`config.mk`:
```
export PLATFORM = sky130hd
export DESIGN_NAME = fact_core
export DESIGN_NICKNAME = d
export VERILOG_FILES = /design/src/rtl/fact_pkg.sv /design/src/rtl/fact_dp.sv /design/src/rtl/fact_core.sv
export SDC_FILE = /design/constraint.sdc
export NUM_CORES = 1
export LEC_CHECK = 0
export ABC_AREA = 1
export CELL_PAD_IN_SITES_DETAIL_PLACEMENT = 2
export CELL_PAD_IN_SITES_GLOBAL_PLACEMENT = 2
export CORE_UTILIZATION = 37
export DETAILED_ROUTE_END_ITERATION = 12
export PLACE_DENSITY_LB_ADDON = 0.1
export REMOVE_ABC_BUFFERS = 1
export SYNTH_ARGS = -nofsm -noshare
export SYNTH_HDL_FRONTEND = slang
export SYNTH_SLANG_ARGS = --single-unit
export TNS_END_PERCENT = 50
```
`constraint.sdc`:
```
create_clock -name clk -period 7.5 [get_ports clk]
set_clock_uncertainty 0.2 [all_clocks]
set_input_delay 1.5 -clock clk [delete_from_list [all_inputs] [get_ports clk]]
set_output_delay 1.5 -clock clk [all_outputs]
set_load 0.005 [all_outputs]
```
`src/rtl/fact_pkg.sv`:
```
// fact_pkg: shared definitions for the factorial core.
//   - default operand/result widths and the largest representable operand
//   - controller state encoding (state_e)
//   - datapath operation select (dp_op_e) passed from control to fact_dp
package fact_pkg;

  localparam int N_W_DEF   = 4;
  localparam int R_W_DEF   = 32;
  localparam int N_MAX_DEF = 12;

  typedef enum logic [1:0] {
    IDLE = 2'd0,
    LOAD = 2'd1,
    CALC = 2'd2,
    DONE = 2'd3
  } state_e;

  typedef enum logic [1:0] {
    DP_HOLD    = 2'd0,  // keep counter/product
    DP_CAPTURE = 2'd1,  // counter <= n, product cleared
    DP_SEED    = 2'd2,  // product <= counter, counter--
    DP_STEP    = 2'd3   // product <= product * counter, counter--
  } dp_op_e;

endpackage

```
`src/rtl/fact_dp.sv`:
```
// fact_dp: factorial datapath.
//   clk, rst    : clock, asynchronous active-low reset
//   op          : operation select from the controller
//   n           : operand, loaded into the counter on DP_CAPTURE
//   product     : running product register
//   cnt_le1     : counter <= 1
//   n_gt_max    : captured operand exceeds N_MAX (valid while counter holds n)
module fact_dp
  import fact_pkg::*;
#(
  parameter int N_W   = N_W_DEF,
  parameter int R_W   = R_W_DEF,
  parameter int N_MAX = N_MAX_DEF
) (
  input  logic           clk,
  input  logic           rst,
  input  dp_op_e         op,
  input  logic [N_W-1:0] n,
  output logic [R_W-1:0] product,
  output logic           cnt_le1,
  output logic           n_gt_max
);

  localparam logic [N_W-1:0] ONE    = N_W'(1);
  localparam logic [N_W-1:0] NMAX_V = N_W'(N_MAX);

  logic [N_W-1:0] counter_q, counter_d;
  logic [R_W-1:0] product_q, product_d;
  logic [R_W-1:0] mult;

  always_comb begin
    // single-cycle R_W x N_W multiply, truncated to R_W
    mult      = product_q * R_W'(counter_q);
    counter_d = counter_q;
    product_d = product_q;
    case (op)
      DP_CAPTURE: begin
        counter_d = n;
        product_d = '0;
      end
      DP_SEED: begin
        product_d = R_W'(counter_q);
        counter_d = counter_q - ONE;
      end
      DP_STEP: begin
        product_d = mult;
        counter_d = counter_q - ONE;
      end
      default: ;
    endcase
  end

  always_ff @(posedge clk or negedge rst) begin
    if (!rst) begin
      counter_q <= '0;
      product_q <= '0;
    end else begin
      counter_q <= counter_d;
      product_q <= product_d;
    end
  end

  assign product  = product_q;
  assign cnt_le1  = (counter_q <= ONE);
  assign n_gt_max = (counter_q > NMAX_V);

endmodule

```
`src/rtl/fact_core.sv`:
```
// fact_core: iterative factorial, one multiply per clock.
//   clk     : clock, rising edge
//   rst     : asynchronous active-low reset
//   go, n   : start request and operand, sampled together in IDLE/DONE
//   busy    : high in LOAD and CALC
//   done    : sticky completion flag, cleared by the next accepted go
//   err     : sticky overflow flag (n > N_MAX), valid with done
//   result  : n!, valid with done
//   int_req : one-cycle pulse after entering DONE
module fact_core
  import fact_pkg::*;
#(
  parameter int N_W   = N_W_DEF,
  parameter int R_W   = R_W_DEF,
  parameter int N_MAX = N_MAX_DEF
) (
  input  logic           clk,
  input  logic           rst,
  input  logic           go,
  input  logic [N_W-1:0] n,
  output logic           busy,
  output logic           done,
  output logic           err,
  output logic [R_W-1:0] result,
  output logic           int_req
);

  state_e         state_q, state_d;
  logic           busy_q, busy_d;
  logic           done_q, done_d;
  logic           err_q, err_d;
  logic [R_W-1:0] result_q, result_d;
  logic           int_req_q, int_req_d;

  dp_op_e         dp_op;
  logic [R_W-1:0] product;
  logic           cnt_le1;
  logic           n_gt_max;

  fact_dp #(
    .N_W  (N_W),
    .R_W  (R_W),
    .N_MAX(N_MAX)
  ) u_dp (
    .clk     (clk),
    .rst     (rst),
    .op      (dp_op),
    .n       (n),
    .product (product),
    .cnt_le1 (cnt_le1),
    .n_gt_max(n_gt_max)
  );

  always_comb begin
    state_d   = state_q;
    busy_d    = busy_q;
    done_d    = done_q;
    err_d     = err_q;
    result_d  = result_q;
    int_req_d = 1'b0;
    dp_op     = DP_HOLD;
    case (state_q)
      IDLE, DONE: begin
        if (go) begin
          dp_op    = DP_CAPTURE;
          done_d   = 1'b0;
          err_d    = 1'b0;
          result_d = '0;
          busy_d   = 1'b1;
          state_d  = LOAD;
        end
      end
      LOAD: begin
        // LOAD folds the first multiply (1 * n) and finishes 0!/1! directly,
        // giving a latency of max(n,1)+1 edges from the go sample to done.
        if (n_gt_max) begin
          err_d     = 1'b1;
          result_d  = '0;
          done_d    = 1'b1;
          int_req_d = 1'b1;
          busy_d    = 1'b0;
          state_d   = DONE;
        end else if (cnt_le1) begin
          result_d  = R_W'(1);
          done_d    = 1'b1;
          int_req_d = 1'b1;
          busy_d    = 1'b0;
          state_d   = DONE;
        end else begin
          dp_op   = DP_SEED;
          state_d = CALC;
        end
      end
      CALC: begin
        if (cnt_le1) begin
          result_d  = product;
          done_d    = 1'b1;
          int_req_d = 1'b1;
          busy_d    = 1'b0;
          state_d   = DONE;
        end else begin
          dp_op = DP_STEP;
        end
      end
      default: state_d = IDLE;
    endcase
  end

  always_ff @(posedge clk or negedge rst) begin
    if (!rst) begin
      state_q   <= IDLE;
      busy_q    <= 1'b0;
      done_q    <= 1'b0;
      err_q     <= 1'b0;
      result_q  <= '0;
      int_req_q <= 1'b0;
    end else begin
      state_q   <= state_d;
      busy_q    <= busy_d;
      done_q    <= done_d;
      err_q     <= err_d;
      result_q  <= result_d;
      int_req_q <= int_req_d;
    end
  end

  assign busy    = busy_q;
  assign done    = done_q;
  assign err     = err_q;
  assign result  = result_q;
  assign int_req = int_req_q;

endmodule

```
==> results.yml, run 1 <==
synth:
  ys_types: 31
  syn_inst: 1195
  synth_top_cell_area_share_pct: 24.1
  syn_avg_cell_area_um2: 6.44
  synth_area_um2: 7690
  yosysWarnings: 0
  ys_top_cells_by_area: "dfrtp_1 24%, nand2_1 21%, inv_1 15%"
  ys_seq_area_share_pct: 24.1
  synth_largest_area_cell: "dfrtp_1"
  ys_ff_latch: 74
placed_design:
  routabilityCongestion: 0.840
  placed_cells: 1483
  hpwl_mm: 22.4
  numPortBuffers: 42
  dpl_cell_area_um2: 8370
worst_setup_path:
  r2r_slack_ps: 3460
  arrival_ps: 4080
  endpoint: "u_dp.product[31]"
  cp-end-kind: "flop"
  ff2ff_path_depth: 17
  cp_data_required_time_ps: 7540
  critPathMaxFanout: 34
  start_kind: "flop"
  timing.rr.end: "u_dp.product[31]"
  critical_path_class: "flop to flop"
  rr_startpoint: "u_dp.counter_q[2]"
  worstSetupStartpoint: "u_dp.counter_q[2]"
detailed_routing:
  vias: 7679
  vias_per_cell: 5.12
  drc: 0
  drt_first_iter_violations: 307
  ant_nets: 0
  wire_per_inst_um: 19.4
  drt_first_pass_iters: 4
  drt-total-wl_mm: 29.1
global_route:
  grt_max_degree: 73
  antenna_found_initial: 0
  grt_usage_pct: 29.1
  grt_pass1_vias: 8842
  grt_first_pass_wirelength_mm: 47.9
  overflow: 0
layout:
  layout_common_cells: "422 x nand2_1, 310 x inv_1, 78 x nand3_1"
  antenna_cells: 0
  postLayoutCellArea_um2: 8660
  final_cell_count_no_fill: 1499
  fin_util_pct: 42.7
  fillers: 2578
  final_common_cell: "nand2_1"
  area.growth.synth_to_final_pct: 12.6
  drive_gt1_share_pct: 3.09
  nNetsFinal: 1324
die:
  die_x_um: 146
  die_h_um: 146
  pin_count: 43
  start_util_pct: 37.9
  dieArea_um2: 21400
  core_um2: 20300
  rows: 52
clock_tree:
  tritoncts: "yes"
  cts_root_buf: "clkbuf_16"
  cts.repair.resized: 0
  cts_sinks: 74
  hold_buffers: 0
  post_cts_buffers: 0
  cts.htree.levels: 3
  cts_max_path_buffers: 2
  clk_pin_slew_ps: 70
  insertion_delay_ps: 360
  cts_made_buffers: 9
timing:
  maxSlewViolCount: 0
  final.min_clock_period_ps: 4040
  worstMarginPinSlew_ps: 1090
  setup_violations: 0
  fmax_mhz: 247
  hold_violations: 0
  rsz0062_at_grt: "false"
  slew_headroom_pct: 27.3
  fin_crit_sh_pct: 53.9
  finalSetupTns_ps: 0
power_and_ir_drop:
  pwr_density_cell_nw_per_um2: 238
  max-vdd-ir-drop_mv: 0.193
  p_leak_nw: 5.41
worst_hold_path:
  hp-start: "result[29]"
  hold_path.class: "flop to flop"
run_status:
  status: "finished clean"
run:
  drv_cap: 0
-- power breakdown --
group | total, mW | internal, mW | switching (mW)
clock network | 0.446 | 0.237 | 0.209
registers | 0.522 | 0.457 | 0.0642
logic | 1.09 | 0.276 | 0.818
-- how the worst min path moves through the flow --
stage | to | slack, ps | cells after the start
2_1_floorplan | state_q[1] | 280 | 2
3_3_place_gp | result[28] | 270 | 2
3_5_place_dp | result[26] | 290 | 2
4_1_cts | result[26] | 300 | 2
5_1_grt | result[26] | 340 | 2
6_report | result[29] | 290 | 2
-- worst max-delay path, stage by stage (launching register included) --
cell and delay (ps):
dfrtp_1 380, buf_4 290, nand2_1 130, inv_1 70, fa_1 520, inv_1 80
fa_1 540, inv_1 40, ha_1 410, nand2_1 210, nor2_1 200, nand2_1 110
nor2_1 300, nand2_1 140, nand2_1 90, nand2_1 60, nand3_1 60, nand2_1 70
-- final cells by class --
class                   instances  area [µm²]  area share [%]
multi-input cells             775        4520            52.2
flip-flops and latches         74        1850            21.4
inverters                     313        1170            13.6
repair buffers                 51         485            5.61
well taps                     270         338            3.90
clock buffers                  10         239            2.76
clock inverters                 6        48.8           0.564
-- state kept, by name, summed over array words and instances, names as in the netlist --
name and cells:
err 1, u_dp.product 32, busy 1, u_dp.counter_q 4, state_q 2, result 32, int_req 1, done 1
-- per-stage QoR --
stage / hold WS, ps / total power, mW / setup WS [ps]
finish: 293 / 2.06 / 3460
floorplan: 278 / 1.13 / 3910
global placement: 272 / 1.54 / 3590
global route: 340 / 2.20 / 3160
detailed placement: 285 / 1.61 / 3500
CTS: 303 / 2.07 / 3440
-- synthesized netlist by cell type --
cell type / count
a21oi_1: 31
nand2_4: 2
fa_1: 57
inv_1: 310
nor3_1: 6
nand2_1: 422
xnor2_1: 2
buf_2: 7
o21ai_1: 14
a21o_1: 1
xor2_1: 3
a22oi_1: 1
nor2_1: 45
a21boi_0: 1
a21oi_4: 1
a31oi_1: 1
o21bai_1: 3
inv_2: 3
dfrtp_1: 74
nand4_1: 8
ha_1: 36
buf_1: 4
nor3_2: 1
o21ai_0: 51
and2_1: 4
a31o_2: 1
buf_6: 2
nand3_1: 78
o211ai_1: 4
clkbuf_1: 20
nand2_2: 2
-- metal layers --
metal / track usage (%) / part of all wire [%] / routed length, µm / vias up
met5: 0 / 0 / 0 / -
met4: 7.45 / 1.4 / 421 / 0
met3: 3.91 / 3.7 / 1090 / 30
met2: 48.9 / 47 / 13700 / 120
met1: 39.2 / 48 / 13900 / 3958
li1: - / - / - / 3571
-- cell families (layout without fill, tap and decap cells) --
| family | count (synthesis) | after routing | share of synthesized area [%] |
|---|---|---|---|
| AOI/OAI and AO/OA | 109 | 109 | 7.63 |
| xor gates and xnor gates | 5 | 5 | 0.570 |
| adders and majority gates | 93 | 93 | 20.7 |
| buffers and inverters | 346 | 380 | 17.2 |
| DFF | 74 | 74 | 24.1 |
| and+or+nand+nor | 568 | 568 | 29.8 |
Note: power is estimated with default switching activity, not from simulation.
==> run 2, diff against run 1 <==
- CORE_UTILIZATION: 37 -> 31
- clock period: 7.5 -> 3.4 ns (I/O delays scaled with it)
==> run 2 against run 1 <==
The run now ends with setup timing left. Wire length up 51%. Critical path depth up 1. First-iteration DRC count up 61%. Non-clock buffer count up 155. Setup slack worse by 4000 ps. Core utilization up 4.0 points. Critical path type unchanged. Largest power group unchanged. Highest routed layer is now met5.
==> results.yml, run 2 (synthesis results as in run 1) <==
layout:
  drive_gt1_share_pct: 33.2
  postLayoutCellArea_um2: 11300
  final_cell_count_no_fill: 1709
  fin_util_pct: 46.6
  multi_input_area_um2: 5730
  layout_common_cells: "318 x nand2_1, 250 x inv_1, 146 x buf_4"
  nNetsFinal: 1479
  area.growth.synth_to_final_pct: 47.5
  final_common_cell: "nand2_1"
  seq_area_um2: 1860
  fillers: 2805
die:
  rows: 57
  dieArea_um2: 25400
  pin_count: 43
  die_h_um: 160
  die_x_um: 160
  core_um2: 24300
  start_util_pct: 31.6
worst_setup_path:
  cp-end-kind: "flop"
  crit_top_cell: "nand2_1"
  critical_path_class: "flop to flop"
  critPathMaxFanout: 10
  max_stage_delay_ps: 580
  crit_slowest_cell: "fa_1"
  worstPathCellList: "buf_12, buf_16, nand2_1, inv_1, fa_1, inv_1, fa_1, inv_1, ha_4, nand2_2, nor2_1, nor2_1, nand2_1, a21oi_2, nand2_1, nand2_1, nand3_2, nand2_1"
  crit_buf_inv: 5
  crit_family: "adder cells"
  arrival_ps: 4090
  cp_data_required_time_ps: 3500
  start_kind: "flop"
clock_tree:
  tritoncts: "yes"
  cts_max_path_buffers: 2
  insertion_delay_ps: 370
  cts_made_buffers: 9
  cts_root_buf: "clkbuf_16"
  cts.htree.levels: 3
  hold_buffers: 0
  cts_sinks: 74
  clk_pin_slew_ps: 70
detailed_routing:
  ant_nets: 0
  drt-total-wl_mm: 43.9
  drt_first_iter_violations: 493
  drc: 0
  vias_per_cell: 5.21
  drt_first_pass_iters: 5
  wire_per_inst_um: 25.7
  vias: 8903
global_route:
  grt_first_pass_wirelength_mm: 52.3
  grt_usage_pct: 26.7
  overflow: 0
  antenna_found_initial: 2
  grt_pass1_vias: 9532
  grt_max_degree: 48
run_status:
  status: "complete, but fails checks"
  violations: "setup timing"
run:
  drv_cap: 0
timing:
  setup_violations: 26
  final.min_clock_period_ps: 3990
  fmax_mhz: 251
  fin_crit_sh_pct: 117
  maxSlewViolCount: 0
  finalSetupTns_ps: -9120
  hold_slack_ps: 69.9
  setup_ws_ps: -589
  rsz0062_at_grt: "true"
  slew_headroom_pct: 29.0
  worstMarginPinSlew_ps: 1060
  hold_violations: 0
placed_design:
  dp_slack_ps: -372
  placed_cells: 1662
  dpl_cell_area_um2: 9440
  hpwl_mm: 23.5
  numPortBuffers: 42
  routabilityCongestion: 0.816
power_and_ir_drop:
  p_leak_nw: 6.67
  pwr_density_cell_nw_per_um2: 540
  finalPower_mw: 6.13
  max-vdd-ir-drop_mv: 0.482
worst_hold_path:
  hold_path.class: "primary input to async pin"
==> run 2: cell types whose count changed in the layout (fill, tap and decap cells not counted), sizes merged <==
| cell | delta |
|---|---|
| diode | +1 |
| buf | +152 |
| clkinvlp | -3 |
| clkinv | +2 |
| bufinv | +2 |
| clkbuf | +2 |
==> run 2: path summary, 6_finish.rpt <==
path	cells after the start	endpoint	slack, ps	from
worst max-delay path	18	u_dp.product[29]	-590	u_dp.counter_q[3]
worst min-delay path	1	u_dp.product[1]	70	rst
worst max register to register	18	u_dp.product[29]	-590	u_dp.counter_q[3]
worst min register to register	2	result[28]	290	result[28]
max in group asynchronous	2	result[26]	2250	rst
min in group clk	2	result[28]	290	result[28]
==> run 2: area by class of cell <==
type | count | share of cell area, %
Sequential cell | 74 | 16.4
Clock inverter | 7 | 0.883
Timing Repair Buffer | 206 | 16.2
Antenna cell | 1 | 0.0221
Inverter | 313 | 10.4
Tap cell | 324 | 3.57
Multi-Input combinational cell | 775 | 50.6
Clock buffer | 9 | 1.99
==> run 2: metal layers <==
| layer | vias up | wire length (µm) | track usage (%) | part of all wire (%) |
|---|---|---|---|---|
| li1 | 3892 | - | - | - |
| met1 | 4635 | 18200 | 35.4 | 41 |
| met2 | 280 | 22100 | 45.7 | 50 |
| met3 | 94 | 2000 | 3.23 | 4.5 |
| met4 | 2 | 1610 | 6.82 | 3.7 |
| met5 | - | 9 | 0 | 0.021 |
==> run 2: report_power, final <==
group	switching, mW	internal [mW]
Combinational	2.47	1.32
Clock	0.507	0.652
Sequential	0.170	1.01
Total	3.15	2.98
==> run 2: what timing repair did <==
action                     CTS  global route
cloned                       1             4
resized for setup          175           186
pin swaps                   28           110
setup endpoints to repair   27            26
setup buffers                7            18
